==> config.mk <==
export PLATFORM = sky130hd
export DESIGN_NAME = br_write_sequencer_flat
export DESIGN_NICKNAME = d
export VERILOG_FILES = /design/src/rtl/br_write_sequencer_if.sv /design/src/rtl/br_write_sequencer.sv /design/src/flat_wrapper.sv
export SDC_FILE = /design/constraint.sdc
export NUM_CORES = 1
export LEC_CHECK = 0
export CORE_ASPECT_RATIO = 1.4
export CORE_MARGIN = 4
export CORE_UTILIZATION = 55
export DETAILED_ROUTE_END_ITERATION = 12
export PLACE_DENSITY = 0.79
export SLEW_MARGIN = 20
export SYNTH_ARGS = -nofsm -noshare
export SYNTH_HDL_FRONTEND = slang
export SYNTH_SLANG_ARGS = --single-unit
==> constraint.sdc <==
create_clock -name clk -period 3.5 [get_ports clk]
set_input_delay 0.7 -clock clk [delete_from_list [all_inputs] [get_ports clk]]
set_output_delay 0.7 -clock clk [all_outputs]
set_load 0.005 [all_outputs]
==> src/rtl/br_write_sequencer_if.sv <==
// Write-port, scoreboard and hazard signals of the register-bank write sequencer.
// The master side drives the requests; the slave side is the sequencer.
interface br_write_sequencer_if #(
    parameter int DATA_W = 32,
    parameter int ADDR_W = 5
);
    logic              ALU_valid;
    logic              ALU_ready;
    logic [ADDR_W-1:0] ALU_reg;
    logic [DATA_W-1:0] ALU_data;
    logic              MEM_valid;
    logic [ADDR_W-1:0] MEM_reg;
    logic [DATA_W-1:0] MEM_data;
    logic              Issue_valid;
    logic [ADDR_W-1:0] Issue_reg;
    logic [ADDR_W-1:0] R_register_1;
    logic [ADDR_W-1:0] R_register_2;
    logic              Hazard_1;
    logic              Hazard_2;
    logic              RegEn;
    logic [ADDR_W-1:0] W_register;
    logic [DATA_W-1:0] W_data;

    modport master (
        output ALU_valid, ALU_reg, ALU_data, MEM_valid, MEM_reg, MEM_data,
               Issue_valid, Issue_reg, R_register_1, R_register_2,
        input  ALU_ready, Hazard_1, Hazard_2, RegEn, W_register, W_data
    );

    modport slave (
        input  ALU_valid, ALU_reg, ALU_data, MEM_valid, MEM_reg, MEM_data,
               Issue_valid, Issue_reg, R_register_1, R_register_2,
        output ALU_ready, Hazard_1, Hazard_2, RegEn, W_register, W_data
    );
endinterface

==> src/rtl/br_write_sequencer.sv <==
// Merges ALU and load write-back onto the single register-bank write port,
// buffering ALU writes that lose to loads, and tracks pending writes for RAW stalls.
module br_write_sequencer #(
    parameter int DATA_W = 32,
    parameter int ADDR_W = 5,
    parameter int DEPTH  = 4
) (
    input logic clk,
    input logic rst_n,
    br_write_sequencer_if.slave bus
);
    localparam int PW   = $clog2(DEPTH);
    localparam int NREG = 1 << ADDR_W;

    typedef struct packed {
        logic [ADDR_W-1:0] rd;
        logic [DATA_W-1:0] data;
    } wr_t;

    wr_t              buf_q [DEPTH];
    logic [PW-1:0]    rd_ptr, wr_ptr;
    logic [PW:0]      count;
    logic [NREG-1:0]  pending, pend_nxt;
    logic             empty, alu_acc, push, pop, sel_vld;
    wr_t              sel;

    assign empty         = (count == '0);
    assign bus.ALU_ready = (count != (PW+1)'(DEPTH));
    assign alu_acc       = bus.ALU_valid && bus.ALU_ready;
    // An accepted ALU write only bypasses the buffer when nothing older or higher priority exists.
    assign push          = alu_acc && (bus.MEM_valid || !empty);

    always_comb begin
        sel_vld = 1'b0;
        sel     = '0;
        pop     = 1'b0;
        if (bus.MEM_valid) begin
            sel_vld = 1'b1;
            sel     = '{rd: bus.MEM_reg, data: bus.MEM_data};
        end else if (!empty) begin
            sel_vld = 1'b1;
            sel     = buf_q[rd_ptr];
            pop     = 1'b1;
        end else if (alu_acc) begin
            sel_vld = 1'b1;
            sel     = '{rd: bus.ALU_reg, data: bus.ALU_data};
        end
    end

    // Issue sets after the retire clear so a same-register set wins.
    always_comb begin
        pend_nxt = pending;
        if (bus.RegEn) pend_nxt[bus.W_register] = 1'b0;
        if (bus.Issue_valid && bus.Issue_reg != '0) pend_nxt[bus.Issue_reg] = 1'b1;
    end

    assign bus.Hazard_1 = pending[bus.R_register_1] && (bus.R_register_1 != '0);
    assign bus.Hazard_2 = pending[bus.R_register_2] && (bus.R_register_2 != '0);

    always_ff @(posedge clk) begin
        if (push) buf_q[wr_ptr] <= '{rd: bus.ALU_reg, data: bus.ALU_data};
    end

    always_ff @(posedge clk or negedge rst_n) begin
        if (!rst_n) begin
            bus.RegEn      <= 1'b0;
            bus.W_register <= '0;
            bus.W_data     <= '0;
            rd_ptr         <= '0;
            wr_ptr         <= '0;
            count          <= '0;
            pending        <= '0;
        end else begin
            // Register-0 writes are consumed but never reach the bank.
            bus.RegEn <= sel_vld && (sel.rd != '0);
            if (sel_vld && sel.rd != '0) begin
                bus.W_register <= sel.rd;
                bus.W_data     <= sel.data;
            end
            if (push) wr_ptr <= wr_ptr + 1'b1;
            if (pop)  rd_ptr <= rd_ptr + 1'b1;
            case ({push, pop})
                2'b10:   count <= count + 1'b1;
                2'b01:   count <= count - 1'b1;
                default: count <= count;
            endcase
            pending <= pend_nxt;
        end
    end
endmodule

==> src/flat_wrapper.sv <==
// flat-port wrapper written by rule: the top's interface ports become plain ports
module br_write_sequencer_flat 
#(
    parameter int DATA_W = 32,
    parameter int ADDR_W = 5,
    parameter int DEPTH  = 4
)
  (clk, rst_n, bus_ALU_valid, bus_ALU_reg, bus_ALU_data, bus_MEM_valid, bus_MEM_reg, bus_MEM_data, bus_Issue_valid, bus_Issue_reg, bus_R_register_1, bus_R_register_2, bus_ALU_ready, bus_Hazard_1, bus_Hazard_2, bus_RegEn, bus_W_register, bus_W_data);
  br_write_sequencer_if #(.DATA_W(DATA_W), .ADDR_W(ADDR_W)) bus_i ();
  input logic clk;
  input logic rst_n;
  input wire logic [$bits(bus_i.ALU_valid)-1:0] bus_ALU_valid;
  input wire logic [$bits(bus_i.ALU_reg)-1:0] bus_ALU_reg;
  input wire logic [$bits(bus_i.ALU_data)-1:0] bus_ALU_data;
  input wire logic [$bits(bus_i.MEM_valid)-1:0] bus_MEM_valid;
  input wire logic [$bits(bus_i.MEM_reg)-1:0] bus_MEM_reg;
  input wire logic [$bits(bus_i.MEM_data)-1:0] bus_MEM_data;
  input wire logic [$bits(bus_i.Issue_valid)-1:0] bus_Issue_valid;
  input wire logic [$bits(bus_i.Issue_reg)-1:0] bus_Issue_reg;
  input wire logic [$bits(bus_i.R_register_1)-1:0] bus_R_register_1;
  input wire logic [$bits(bus_i.R_register_2)-1:0] bus_R_register_2;
  output wire logic [$bits(bus_i.ALU_ready)-1:0] bus_ALU_ready;
  output wire logic [$bits(bus_i.Hazard_1)-1:0] bus_Hazard_1;
  output wire logic [$bits(bus_i.Hazard_2)-1:0] bus_Hazard_2;
  output wire logic [$bits(bus_i.RegEn)-1:0] bus_RegEn;
  output wire logic [$bits(bus_i.W_register)-1:0] bus_W_register;
  output wire logic [$bits(bus_i.W_data)-1:0] bus_W_data;
  assign bus_i.ALU_valid = bus_ALU_valid;
  assign bus_i.ALU_reg = bus_ALU_reg;
  assign bus_i.ALU_data = bus_ALU_data;
  assign bus_i.MEM_valid = bus_MEM_valid;
  assign bus_i.MEM_reg = bus_MEM_reg;
  assign bus_i.MEM_data = bus_MEM_data;
  assign bus_i.Issue_valid = bus_Issue_valid;
  assign bus_i.Issue_reg = bus_Issue_reg;
  assign bus_i.R_register_1 = bus_R_register_1;
  assign bus_i.R_register_2 = bus_R_register_2;
  assign bus_ALU_ready = bus_i.ALU_ready;
  assign bus_Hazard_1 = bus_i.Hazard_1;
  assign bus_Hazard_2 = bus_i.Hazard_2;
  assign bus_RegEn = bus_i.RegEn;
  assign bus_W_register = bus_i.W_register;
  assign bus_W_data = bus_i.W_data;
  br_write_sequencer #(.DATA_W(DATA_W), .ADDR_W(ADDR_W), .DEPTH(DEPTH)) u_core (.clk(clk), .rst_n(rst_n), .bus(bus_i));
endmodule
==> out/qor.txt <==
Worst skew pair latency = 0.51 ns
Unrepaired setup endpoints after global routing = false
Slew Limit Fails = 0
Status = complete, no violations
Iteration-0 DRC Markers = 490
Vias in the first global route = 6738
Initial Utilization = 56.03%
Cell chain of the critical path = clkdlybuf4s15_2 > bufbuf_16 > mux4_2 > mux4_2 > mux2_2 > dlygate4sd2_1
Initial antenna violation count = 0
HPWL after detailed placement = 15470 um
Antenna Cells = 0
Row count = 57
Total die area = 19950 sq um
Max VDD drop = 0.4886 mV
Crit path max-delay family = multiplexers
Die width = 120.5 um
Critical Path RT = 2.80 ns
Slew @ Worst Pin = 0.7219 ns
DRT Wirelength = 23560 um
Leakage dissipation = 4.536 nW
Total power = 9.650 mW
Layout fillers = 1137
DR vias = 6241
Top Ports = 135
CP max FO = 4
Congestion Overflow GR = 0
DRC = 0
Final Setup Violations = 0
Synth-to-layout area growth = 25.96%
CP startpoint kind = input port
WS Path Type = input port to output pin
Most common cell on crit path = mux4_2
Peak Freq = 298.0 MHz
Vias per std cell = 6.047
Clk slew on worst S/H paths = 0.06 ns
H-tree Lvls = 1
CTS buffer count = 23
Maximum root-to-sink buffer count = 3
Count of state elements after synthesis = 224
Synthesis Warnings = 0
Tcrit/Tclk final = 95.87%
Syn Area/Cell = 15.35 sq um
DR WL/cell = 22.83 um
Max-slew headroom = 51.87%
Synth top area share = 45.59%
First-pass GRT wire length = 37180 um
Max-cap violation count = 0
Post-Syn Instances = 635
Worst Path Arrival = 2.66 ns
Area leader, netlist = edfxtp_1
Post-DRT Antenna Nets = 0
Ys flop type = edfxtp_1
CTS sink cnt = 224
Post-synth EDFFs = 148
Post-synth cell types = 35
Async set-reset flop share out of synthesis = 33.93%
GP Congestion = 0.8428
Top cells by area, synth = edfxtp_1, dfrtp_1, mux4_2, o21ai_0, mux2_1
Die Span Y = 165.5 um
Sequential fraction of the synthesis area = 65.09%
Final hold violation count = 0
Drt pass-1 iters = 5
Share of cells above drive strength 1 = 18.47%
CP max stage delay = 0.47 ns
Worst Skew = 0.02237 ns
FF+latch area = 6349 sq um
CP Capture Type = output pin
Min cycle time layout = 3.355 ns
Worst path bufs/invs = 3
Port Buffers = 134
Largest net degree at the start of global routing = 77
Setup Fix Bufs, Post-CTS = 0
Worst Hold Class = input port to asynchronous set/reset pin
Gr usage total = 24.03%
Mapped Area = 9749 sq um
Min Hold Slack = 0.2225 ns
PwrDens = 785.8 nW/um^2
CTS Root Cell = clkbuf_16
Synthesized Nets = 735
Final #Nets = 879
CP max stage cell = mux4_2
TritonCTS clock tree = yes
Area of the multi-input gates = 3202 sq um
CORE AREA = 17400 sq um
timing repair:
action                                 in CTS  in global routing
gates resized for setup                    11                  1
hold buffers                                0                  0
endpoints found under the hold margin       0                  0
setup endpoints to repair                   2                  1
gates cloned                                2                  0
kinds of logic (layout without fill, tap and decap cells):
family / after synthesis / in the layout / synth area share, %
fa+ha+maj: 6 / 6 / 0.8470
buf+inv: 46 / 207 / 2.117
mux: 92 / 92 / 16.97
xor+xnor: 6 / 6 / 0.5391
simple gates: 118 / 118 / 6.815
compound gates: 143 / 143 / 7.623
flops: 224 / 224 / 65.09
routing by layer:
metal  track usage, %  wire length, um  vias to the layer above
li1                 -                -                     2753
met1            29.73             8858                     3181
met2            43.93            12720                      254
met3            4.259             1406                       53
met4            6.082              573                        0
met5                0                0                        -
sequential cells by signal, summed over array words and instances, names as in the netlist:
register and count:
u_core.bus.W_data 32, u_core.pending 31, u_core.wr_ptr 2, u_core.buf_q 148, u_core.rd_ptr 2, u_core.bus.W_register 5, u_core.count 3, u_core.bus.RegEn 1
cell type report:
type	instances	area share, %
inverters	7	0.2140
clock inverters	15	1.131
repair buffers	158	13.25
well taps	236	2.404
multi-input cells	365	26.07
flip-flops and latches	224	51.70
clock buffers	27	5.237
cell usage in the layout (no fill, tap or decap), types with 10 or more instances in the layout:
master and n:
clkdlybuf4s50_1 126, nand2_1 45, clkbuf_16 25, edfxtp_1 148, o21ai_0 98, and3_1 34, nand3b_1 11, mux4_2 55
dfrtp_1 74, a21oi_1 35, mux2_1 26, buf_4 16, mux2_2 10
report_power, final:
part,total [mW],switching [mW],internal (mW)
clock network,2.46,1.05,1.42
registers,4.13,0.516,3.62
logic,3.05,1.41,1.65
final timing paths:
path | startpoint | endpoint | slack, ns | cells after the start
setup / recovery | bus_R_register_2[0] | bus_Hazard_2 | 0.14 | 6
hold / removal | rst_n | u_core.pending[19] | 0.22 | 1
setup reg to reg | u_core.count[0] | u_core.bus.W_data[13] | 0.73 | 8
hold reg to reg | u_core.bus.W_data[26] | u_core.bus.W_data[26] | 0.49 | 1
max in group asynchronous | rst_n | u_core.pending[5] | 2.77 | 1
min in group clk | u_core.bus.W_data[26] | u_core.bus.W_data[26] | 0.49 | 1
cell usage after synthesis (5+ instances only):
cell type  instances
mux4_2            55
or3b_2             5
nand3b_1          11
nor2_1             6
dfrtp_1           76
clkbuf_1          31
o21ai_0           98
inv_1              6
mux2_2            10
a21oi_1           35
and3_1            34
edfxtp_1         148
mux2_1            26
ha_1               5
nand2_1           45
stage by stage:
step           cell area [sq um]  instances  util (%)  setup TNS (ns)  setup WS (ns)
5_1_grt                    12280       1032     70.57               0         0.1038
4_1_cts                    12270       1032     70.53               0       0.001313
3_3_place_gp               11420        988     65.63         -0.4796        -0.2437
3_5_place_dp               11420        988     65.63         -0.5164        -0.2734
6_report                   12280       1032     70.57               0         0.1447
2_1_floorplan               9749        635         -               0         0.4160
Power figures use the tool's default switching activity.
